--- config.mk ---
export PLATFORM = sky130hd
export DESIGN_NAME = ysyx_24110015_mem_arb
export DESIGN_NICKNAME = d
export VERILOG_FILES = /design/src/rtl/ysyx_24110015_mem_arb_pkg.sv /design/src/rtl/ysyx_24110015_rr_arb2.sv /design/src/rtl/ysyx_24110015_mem_arb.sv
export SDC_FILE = /design/constraint.sdc
export NUM_CORES = 1
export LEC_CHECK = 0
export ABC_AREA = 1
export CORE_AREA = 2 2 109 111
export DETAILED_ROUTE_END_ITERATION = 12
export DIE_AREA = 0 0 111 113
export PLACE_DENSITY = 0.8
export SYNTH_ARGS = -nofsm -noshare
export SYNTH_HDL_FRONTEND = slang
export SYNTH_SLANG_ARGS = --single-unit
export TNS_END_PERCENT = 20
--- constraint.sdc ---
create_clock -name clk -period 4.7 [get_ports clk]
set_input_delay 0.94 -clock clk [delete_from_list [all_inputs] [get_ports clk]]
set_output_delay 0.94 -clock clk [all_outputs]
set_load 0.02 [all_outputs]
--- src/rtl/ysyx_24110015_mem_arb_pkg.sv ---
// Shared encodings and defaults for the IFU/LSU pmem arbiter.
// Owner encoding doubles as the round-robin priority value.
package ysyx_24110015_mem_arb_pkg;

  typedef enum logic [1:0] {
    ST_IDLE = 2'd0,
    ST_REQ  = 2'd1,
    ST_RESP = 2'd2,
    ST_ERR  = 2'd3
  } arb_state_e;

  localparam logic OWN_IFU = 1'b0;
  localparam logic OWN_LSU = 1'b1;

  localparam int unsigned DEF_TIMEOUT_CYCLES = 256;
  localparam logic [31:0] DEF_ERR_RDATA      = 32'hDEAD_BEEF;

endpackage

--- src/rtl/ysyx_24110015_rr_arb2.sv ---
// Two-way combinational pick: a lone requester always wins, a tie goes to the side named by prio.
// Bit 0 is IFU, bit 1 is LSU.
module ysyx_24110015_rr_arb2
  import ysyx_24110015_mem_arb_pkg::*;
(
  input  logic [1:0] valid,
  input  logic       prio,
  output logic [1:0] grant
);

  always_comb begin
    grant = valid;
    if (valid == 2'b11) begin
      grant = (prio == OWN_LSU) ? 2'b10 : 2'b01;
    end
  end

endmodule

--- src/rtl/ysyx_24110015_mem_arb.sv ---
// Serialises IFU and LSU accesses onto the single pmem adapter port, one transaction in flight,
// round-robin grant, and synthesises an error response when memory stalls past the timeout.
module ysyx_24110015_mem_arb
  import ysyx_24110015_mem_arb_pkg::*;
#(
  parameter int unsigned TIMEOUT_CYCLES = DEF_TIMEOUT_CYCLES,
  parameter logic [31:0] ERR_RDATA      = DEF_ERR_RDATA
) (
  input  logic        clk,
  input  logic        rst,
  input  logic        ifu_req_valid,
  output logic        ifu_req_ready,
  input  logic [31:0] ifu_addr,
  output logic        ifu_resp_valid,
  input  logic        ifu_resp_ready,
  output logic [31:0] ifu_rdata,
  output logic        ifu_resp_err,
  input  logic        lsu_req_valid,
  output logic        lsu_req_ready,
  input  logic [31:0] lsu_addr,
  input  logic        lsu_wen,
  input  logic [31:0] lsu_wdata,
  input  logic [3:0]  lsu_wmask,
  output logic        lsu_resp_valid,
  input  logic        lsu_resp_ready,
  output logic [31:0] lsu_rdata,
  output logic        lsu_resp_err,
  output logic        mem_req_valid,
  input  logic        mem_req_ready,
  output logic [31:0] mem_addr,
  output logic        mem_wen,
  output logic [31:0] mem_wdata,
  output logic [3:0]  mem_wmask,
  input  logic        mem_resp_valid,
  output logic        mem_resp_ready,
  input  logic [31:0] mem_rdata
);

  localparam int unsigned   CW       = $clog2(TIMEOUT_CYCLES) + 1;
  localparam logic [CW-1:0] CNT_LAST = CW'(TIMEOUT_CYCLES - 1);

  arb_state_e    state_q, state_d;
  logic          owner_q, owner_d;
  logic          prio_q, prio_d;
  logic [CW-1:0] cnt_q, cnt_d;
  logic [31:0]   addr_q, addr_d;
  logic          wen_q, wen_d;
  logic [31:0]   wdata_q, wdata_d;
  logic [3:0]    wmask_q, wmask_d;

  logic [1:0]    grant;
  logic          timed_out;
  logic          own_resp_ready;
  logic [31:0]   rsp_data;

  ysyx_24110015_rr_arb2 u_pick (
    .valid ({lsu_req_valid, ifu_req_valid}),
    .prio  (prio_q),
    .grant (grant)
  );

  assign mem_addr  = addr_q;
  assign mem_wen   = wen_q;
  assign mem_wdata = wdata_q;
  assign mem_wmask = wmask_q;

  always_ff @(posedge clk) begin
    if (!rst) begin
      state_q <= ST_IDLE;
      owner_q <= OWN_IFU;
      prio_q  <= OWN_IFU;
      cnt_q   <= '0;
      addr_q  <= '0;
      wen_q   <= 1'b0;
      wdata_q <= '0;
      wmask_q <= '0;
    end else begin
      state_q <= state_d;
      owner_q <= owner_d;
      prio_q  <= prio_d;
      cnt_q   <= cnt_d;
      addr_q  <= addr_d;
      wen_q   <= wen_d;
      wdata_q <= wdata_d;
      wmask_q <= wmask_d;
    end
  end

  always_comb begin
    state_d = state_q;
    owner_d = owner_q;
    prio_d  = prio_q;
    cnt_d   = cnt_q;
    addr_d  = addr_q;
    wen_d   = wen_q;
    wdata_d = wdata_q;
    wmask_d = wmask_q;

    ifu_req_ready  = 1'b0;
    ifu_resp_valid = 1'b0;
    ifu_rdata      = '0;
    ifu_resp_err   = 1'b0;
    lsu_req_ready  = 1'b0;
    lsu_resp_valid = 1'b0;
    lsu_rdata      = '0;
    lsu_resp_err   = 1'b0;
    mem_req_valid  = 1'b0;
    mem_resp_ready = 1'b0;

    timed_out      = (cnt_q == CNT_LAST);
    own_resp_ready = (owner_q == OWN_LSU) ? lsu_resp_ready : ifu_resp_ready;
    rsp_data       = wen_q ? 32'h0 : mem_rdata;

    unique case (state_q)
      ST_IDLE: begin
        // Strays left over from an aborted transaction are swallowed here.
        mem_resp_ready = 1'b1;
        ifu_req_ready  = grant[0];
        lsu_req_ready  = grant[1];
        if (grant[0]) begin
          owner_d = OWN_IFU;
          prio_d  = OWN_LSU;
          addr_d  = ifu_addr;
          wen_d   = 1'b0;
          wdata_d = '0;
          wmask_d = '0;
          cnt_d   = '0;
          state_d = ST_REQ;
        end else if (grant[1]) begin
          owner_d = OWN_LSU;
          prio_d  = OWN_IFU;
          addr_d  = lsu_addr;
          wen_d   = lsu_wen;
          wdata_d = lsu_wdata;
          wmask_d = lsu_wmask;
          cnt_d   = '0;
          state_d = ST_REQ;
        end
      end
      ST_REQ: begin
        mem_req_valid = 1'b1;
        cnt_d         = cnt_q + CW'(1);
        if (mem_req_ready) state_d = ST_RESP;
        else if (timed_out) state_d = ST_ERR;
      end
      ST_RESP: begin
        mem_resp_ready = own_resp_ready;
        cnt_d          = cnt_q + CW'(1);
        if (owner_q == OWN_LSU) begin
          lsu_resp_valid = mem_resp_valid;
          lsu_rdata      = rsp_data;
        end else begin
          ifu_resp_valid = mem_resp_valid;
          ifu_rdata      = rsp_data;
        end
        // A response landing on the last cycle still wins over the abort.
        if (mem_resp_valid && own_resp_ready) state_d = ST_IDLE;
        else if (timed_out) state_d = ST_ERR;
      end
      ST_ERR: begin
        if (owner_q == OWN_LSU) begin
          lsu_resp_valid = 1'b1;
          lsu_resp_err   = 1'b1;
          lsu_rdata      = ERR_RDATA;
        end else begin
          ifu_resp_valid = 1'b1;
          ifu_resp_err   = 1'b1;
          ifu_rdata      = ERR_RDATA;
        end
        if (own_resp_ready) state_d = ST_IDLE;
      end
      default: state_d = ST_IDLE;
    endcase

    // While reset is held nothing may handshake or be delivered, whatever state we came from.
    if (!rst) begin
      ifu_req_ready  = 1'b0;
      ifu_resp_valid = 1'b0;
      ifu_rdata      = '0;
      ifu_resp_err   = 1'b0;
      lsu_req_ready  = 1'b0;
      lsu_resp_valid = 1'b0;
      lsu_rdata      = '0;
      lsu_resp_err   = 1'b0;
      mem_req_valid  = 1'b0;
      mem_resp_ready = 1'b1;
    end
  end

endmodule

Word level (Yosys, flattened, before mapping):

Cells that the tools add are included.

* bits in registers: 82
* output and inout bits: 141
* logic and storage cells: 78

* $add $sub $neg: 1
* eq/ne operators: 7
* multiplexer cells: 54
* reductions and logical operators: 8

Operators with widths (count)
* 32-bit 2-to-1 mux: 11
* 32-bit case mux with 2 select lines: 2
* 1-bit 2-to-1 mux: 24
* 9-bit 2-to-1 mux: 2
* 9-bit case mux with 2 select lines: 1
* 2-bit 2-to-1 mux: 8
* 9-bit by 1-bit adder with 9-bit output, second input constant: 1
* 9-bit by 8-bit equality test with 1-bit output, second input constant: 1
* 4-bit 2-to-1 mux: 2
* 2-bit case mux with 4 select lines: 1
* 2-bit equality test, second input constant: 3
* 1-bit case mux with 2 select lines: 3
* 2-bit AND reduction: 3
* 2-bit nonzero test: 2
* 3-bit != test, second input constant: 1
* 2-bit by 1-bit equality test with 1-bit output, second input constant: 1
* 2-bit zero test: 1
* 2-bit != test, second input constant: 1
* 2-bit OR reduction: 1
* 1-bit logical AND: 1

Longest topological paths before layout:

Gate-level depths: netlist (run 1).

* depth after elaboration: 5
* mapped depth: 11

Cells and area by module:

From an unflattened synthesis (run 1), not the netlist that was laid out.

* cell total of the unflattened synthesis: 581
* area, all modules: 3888.7 µm²

By module, submodules not included
* ysyx_24110015_mem_arb: instances 1, cells an instance 576, area each 3867.5 µm², seq. area each 1641.6 µm²
* ysyx_24110015_rr_arb2: instances 1, cells an instance 5, area each 21.3 µm², seq. area each 0.0 µm²

Worst setup path after synthesis (run 1):

OpenSTA, ideal clock, no wires.

* path kind: in2out
* start: in rst
* end: out ifu_rdata[14]
* data arrival time: 1.914 ns
* slack: 1.846 ns
* stages on the path: 4
* path through: buf_2 nand2_1 clkbuf_1 nor3_1

* word-level cells in the longest chain between the ends: 1

RTL lines
* start: declaration: RTL line ysyx_24110015_mem_arb.sv:10 `input logic rst,`
* 32-bit 2-to-1 mux: RTL line ysyx_24110015_mem_arb.sv:176 `if (!rst) begin`
* end: declaration: RTL line ysyx_24110015_mem_arb.sv:16 `output logic [31:0] ifu_rdata,`

Every way passes these cells.

Final worst setup path (run 1):

* start: in ifu_req_valid
* end: out ifu_req_ready

* word-level cells in the longest chain between the ends: 4

RTL lines
* start: declaration: RTL line ysyx_24110015_mem_arb.sv:11 `input logic ifu_req_valid,`
* 2-bit equality test: RTL line ysyx_24110015_rr_arb2.sv:13 `if (valid == 2'b11) begin`
* 2-bit 2-to-1 mux (*): RTL line ysyx_24110015_rr_arb2.sv:13
* 1-bit 2-to-1 mux (*): RTL line ysyx_24110015_mem_arb.sv:114 `unique case (state_q)`
* 1-bit 2-to-1 mux (*): RTL line ysyx_24110015_mem_arb.sv:176
* end: declaration: RTL line ysyx_24110015_mem_arb.sv:12 `output logic ifu_req_ready,`

Every way passes the cells marked *; elsewhere a longest branch is shown, timed or not.

==> impl_metrics.ini, run 1 <==
[outcome]
status = finished clean

[global_routing]
grt_pass1_wl_mm = 22.6
grt_use_met1_pct = 25.8
grtUsageMet2_pct = 38.2
grt_busiest_layer = met2
grt_max_degree = 50
first_global_vias = 4425
grt_use_met3_pct = 7.50
antenna_found_initial = 0
overflow = 0
track_usage_pct = 22.3

[sta]
worst_pin_slew_ns = 0.823
timing.fmax_mhz = 256
fin_crit_sh_pct = 83.2
rsz0062_at_grt = no
slew_headroom_pct = 45.0
finClkSkew_ns = 0.00437
setup_viol = 0
hold_viol_final = 0
tns_ns = 0
drv_slew = 0
period_needed_ns = 3.91

[route]
drc = 0
drt-initial-drc-count = 259
drtAntennaViolNets = 0
routed_via_density = 4.72
routedWlPerCell_um = 14.5
drt_wl_total_mm = 14.4
vias = 4681
drtPass1Iterations = 4

[pwr]
clockPowerShare_pct = 39.2
switching_share_pct = 26.6
p_leak_nw = 3.00
pwr_density_cell_nw_per_um2 = 294
pwr-share-seq_pct = 37.3
combPwrFrac_pct = 23.5
ir_worst_vdd_uv = 216
p_switching_uw = 561
total_power_mw = 2.10
intPower_mw = 1.54

[final_layout]
syn_to_final_growth_pct = 85.0
fill_cells = 994
layout.nets = 991
drive_gt1_share_pct = 4.48
final_area_um2 = 7140
diodes = 0

[synth]
syn_avg_cell_area_um2 = 6.75
synthFlopType = dfxtp_1
ys_warn_count = 0
synthAdderAreaFrac_pct = 1.94
mappedNetlistNets = 719
synth_area_leader_cell = dfxtp_1
synthSimpleGateAreaFrac_pct = 35.0
netlist_instances = 572
synth_compound_area_share_pct = 12.8
synthTopCellsByCount = 247 x nand2_1, 82 x dfxtp_1, 54 x o21ai_0
muxShareOfSynthArea_pct = 0
synth_top_family_by_area = simple AND/OR/NAND/NOR gates
synth_area_leaders = dfxtp_1 43%, nand2_1 24%, o21ai_0 7.0%
synth_area_um2 = 3860
ys_types = 28
ys_ff_latch = 82
synth_xor_area_share_pct = 0.227
seq_area_frac_synth_pct = 42.5
synth_edf_count = 0
yosysTopAreaCellShare_pct = 42.5
yosysMostFrequentCell = nand2_1
synth-async-reset-ratio_pct = 0

[worst_setup_path]
r2r-start = state_q[0]
crit_type = in -> out
cpLargestDelayFamily = buffers and inverters
crit_arrival_ns = 2.97
path_cells = clkdlybuf4s50_1, inv_2, a21oi_4, inv_4, nor2_8, inv_4, nor2_4, clkdlybuf4s50_1
r2r_slack_ns = 2.34
start_kind = input pin
crit_slowest_cell = clkdlybuf4s50_1
path_depth = 8
timing.rr.end = mem_addr[25]
path_max_fanout = 19
cp-end-kind = primary output
cp.required_ns = 3.76
path_buf_inv = 5
slowest_delay_ns = 0.61
reg2reg_depth = 8

[cts]
cts_tree = built
cts.repair.resized = 0
root_buffer = clkbuf_16
cts_buffers = 9
ctsLongestPathBuffers = 2
clkLatencyLatePin_ns = 0.33
cts_sinks = 82
post_cts_buffers = 0
hold_buffers = 0
htree_levels = 3
clk_pin_slew_ns = 0.06

[place]
postPlaceCellArea_um2 = 6790
routabilityCongestion = 0.826
dp_hpwl_mm = 10.8
portBuffers = 281

[worst_hold_path]
holdPathEnd = mem_wdata[25]
hold_class = reg -> reg
hold_start = mem_wdata[25]
holdPathStages = 2

[floorplanning]
pin_count = 282
die_w_um = 111
die_h_um = 113
core_um2 = 11300
std_cell_rows = 39
dieArea_um2 = 12500
start_util_pct = 34.3

[flow_run]
drv_cap = 0
## power groups by stage
stage | Combinational, mW | Sequential (mW) | Clock (mW)
floorplan | 0.160 | 0.856 | 0
global placement | 0.492 | 0.797 | 0
detailed placement | 0.493 | 0.798 | 0
CTS | 0.497 | 0.784 | 0.841
global route | 0.534 | 0.790 | 0.873
finish | 0.494 | 0.784 | 0.825
## state kept, by name, summed over array words and instances, names as in the netlist
register / flops
cnt_q: 9
mem_addr: 32
mem_wdata: 32
mem_wen: 1
mem_wmask: 4
owner_q: 1
prio_q: 1
state_q: 2
## logic make-up after synthesis
family,Yosys count
buffers and inverters,69
DFF,82
adders and majority gates,6
and+or+nand+nor,327
xor gates and xnor gates,1
AOI/OAI and AO/OA,87
## metal layers
layer / vias to the layer above / part of all wire (%)
met2: 200 / 48
met3: 31 / 8.9
met1: 2066 / 40
met5: - / 0
li1: 2384 / -
met4: 0 / 2.8
## layout make-up
class	count	area, um^2	share of cell area [%]
clock buffer	11	253	3.54
sequential	82	1640	23.0
inverter	39	151	2.12
timing repair buffer	291	2890	40.4
clock inverter	5	100	1.40
multi-input combinational	421	1930	27.0
tap	143	179	2.50
## cells in the final DEF (no fill, tap or decap), types with 2 or more instances in the layout
cell type | Yosys | final
clkbuf_8 | 0 | 2
nand2_1 | 247 | 247
inv_1 | 32 | 32
nor2_4 | 3 | 3
nor3_1 | 18 | 18
nand4_1 | 2 | 2
nand3_1 | 44 | 44
nor2_1 | 11 | 11
dfxtp_1 | 82 | 82
clkbuf_16 | 0 | 9
ha_1 | 6 | 6
a21oi_1 | 8 | 8
buf_4 | 1 | 10
clkdlybuf4s50_1 | 0 | 281
a31oi_1 | 16 | 16
o211ai_1 | 4 | 4
inv_4 | 2 | 2
o21ai_0 | 54 | 54
clkinv_2 | 0 | 2
bufinv_16 | 0 | 3
inv_2 | 4 | 4
a211oi_1 | 2 | 2
## worst reg2reg max path: stages (launching register included)
cell and delay (ns):
dfxtp_1 0.36, inv_1 0.10, ha_1 0.27, o21ai_4 0.09
buf_4 0.37, inv_2 0.19, nor2_4 0.66, nand2_1 0.11
nand3_1 0.14
## per-stage QoR
stage	setup slack (ns)	hold slack [ns]	std cells	util [%]
floorplan	1.85	0.421	572	-
global placement	0.830	0.435	976	60.3
detailed placement	0.793	0.438	976	60.3
CTS	0.777	0.451	992	63.4
global route	0.689	0.471	992	63.4
finish	0.789	0.450	992	63.4
## worst max path at each step
stage,start,to
after floorplan,rst,ifu_rdata[14]
after global placement,ifu_req_valid,ifu_req_ready
after detailed placement,ifu_req_valid,ifu_req_ready
after CTS,ifu_req_valid,ifu_req_ready
after global routing,ifu_req_valid,ifu_req_ready
final,ifu_req_valid,ifu_req_ready
(Power assumes the default switching activity.)
==> inputs of run 2 (changes only) <==
- CORE_AREA: 2 2 109 111 -> unset
- CORE_UTILIZATION: unset -> 31
- DIE_AREA: 0 0 111 113 -> unset
- PLACE_DENSITY: 0.8 -> 0.77
- clock period: 4.7 -> 3.2 ns (I/O delays scaled with it)
==> run 2 against run 1 <==
  * Count of clock-buffer cells in the layout rose by 1
  * Register-to-register slack got worse by 1.2 ns
  * Final area rose by 0.47%
  * Critical path type unchanged
  * Flip-flop and latch count did not move
  * Die area rose by 2.9%
==> impl_metrics.ini, run 2 (synthesis results as in run 1) <==
[cts]
ctsLongestPathBuffers = 2
cts_tree = built
root_buffer = clkbuf_16
cts_buffers = 9
htree_levels = 3
clkLatencyLatePin_ns = 0.33
cts_sinks = 82
clk_pin_slew_ns = 0.06

[pwr]
switching_share_pct = 28.1
clockPowerShare_pct = 35.4
ir_worst_vdd_uv = 376
p_switching_uw = 821
p_leak_nw = 3.09
intPower_mw = 2.10
combPwrFrac_pct = 25.1
pwr_density_cell_nw_per_um2 = 406
pwr-share-seq_pct = 39.4

[place]
routabilityCongestion = 0.835
dp_hpwl_mm = 10.6
portBuffers = 281

[sta]
holdWs_ns = 0.440
fin_crit_sh_pct = 95.6
worst_pin_slew_ns = 0.492
hold_viol_final = 0
timing.fmax_mhz = 327
slew_headroom_pct = 67.2
finClkSkew_ns = 0.00607
drv_slew = 0
setup_viol = 0
rsz0062_at_grt = no
tns_ns = 0
period_needed_ns = 3.06

[global_routing]
grt_pass1_wl_mm = 21.5
grt_max_degree = 50
first_global_vias = 4290
overflow = 0
track_usage_pct = 21.2
antenna_found_initial = 0

[flow_run]
drv_cap = 0

[floorplanning]
die_w_um = 114
die_h_um = 114
core_um2 = 12100
dieArea_um2 = 12900
pin_count = 282
start_util_pct = 32.0
std_cell_rows = 40

[worst_setup_path]
crit_slowest_cell = clkdlybuf4s50_1
cp_common_cell = clkdlybuf4s50_1
slowest_delay_ns = 0.64
cp-end-kind = primary output
start_kind = input pin
timing.rr.end = mem_wen
r2r-start = state_q[0]
crit_arrival_ns = 2.42
r2r_slack_ns = 1.10
timing.critical_path.to = ifu_rdata[14]
crit_type = in -> out
path_max_fanout = 16
cp.required_ns = 2.56
crit_start = rst
path_cells = clkdlybuf4s50_1, nand2_1, nor3_1, clkdlybuf4s50_1
reg2reg_depth = 9

[final_layout]
syn_to_final_growth_pct = 85.9
mostFrequentLayoutCells = 276 x clkdlybuf4s50_1, 247 x nand2_1, 82 x dfxtp_1, 54 x o21ai_0, 44 x nand3_1
final_common_cell = clkdlybuf4s50_1
layout.nets = 997
drive_gt1_share_pct = 4.91
fin_util_pct = 59.5
diodes = 0

[worst_hold_path]
hold_start = cnt_q[4]
hold_class = reg -> reg

[route]
routedWlPerCell_um = 13.6
drt_wl_total_mm = 13.9
routed_via_density = 4.56
drtPass1Iterations = 6
vias = 4665
drt-initial-drc-count = 232
drc = 0
drtAntennaViolNets = 0

[outcome]
status = finished clean
==> run 2: cell count changes in the layout (fill, tap and decap cells not counted), sizes merged <==
cell,change
clkinvlp,+1
clkbuf,+1
buf,+6
bufinv,-2
dlymetal6s2s,+5
clkdlybuf4s50,-5
==> run 2: metal layers <==
layer | vias to the layer above | track usage [%] | routed length [um]
li1 | 2398 | - | -
met1 | 2042 | 25.0 | 5620
met2 | 209 | 36.5 | 6770
met3 | 16 | 6.59 | 1290
met4 | 0 | 6.93 | 233
met5 | - | 0 | 0
==> run 2: timing repair <==
| action | 4_1_cts | 5_1_grt |
|---|---|---|
| setup buffers | 0 | 0 |
| endpoints found under the setup margin | 0 | 5 |
| hold buffers | 0 | 0 |
| resized for setup | 0 | 5 |
==> run 2: through the flow <==
step	setup WS [ns]	area (um^2)	total power, mW	instances
after global placement	0.0431	6870	1.90	1007
after detailed placement	0.0433	6870	1.91	1007
after global routing	0.0142	7180	3.06	1023
final	0.141	7180	2.92	1023
after floorplan	0.946	3860	1.49	572
after CTS	0.0374	7170	2.95	1023
==> run 2: power groups by stage <==
stage,Clock (mW),Combinational [mW],Sequential (mW)
floorplan,0,0.235,1.26
finish,1.03,0.733,1.15
global route,1.11,0.791,1.16
CTS,1.06,0.739,1.15
detailed placement,0,0.735,1.17
global placement,0,0.733,1.17
==> run 2: worst min-delay path by stage <==
stage	endpoint	cells after the start
2_1_floorplan	cnt_q[4]	2
3_3_place_gp	cnt_q[4]	2
3_5_place_dp	cnt_q[4]	2
4_1_cts	cnt_q[4]	2
5_1_grt	mem_wdata[13]	2
6_report	cnt_q[4]	2
==> run 2: cell type report <==
type	count	area, um^2
Fill cell	1084	4880
Timing Repair Buffer	297	2950
Multi-Input combinational cell	421	1930
Sequential cell	82	1640
Clock buffer	12	246
Tap cell	168	210
Inverter	39	151
Clock inverter	4	51.3
==> run 2: critical path: cells and delay by family <==
family                 cells  cell delay (ns)
buffers and inverters      2             1.19
and+or+nand+nor            2             0.59
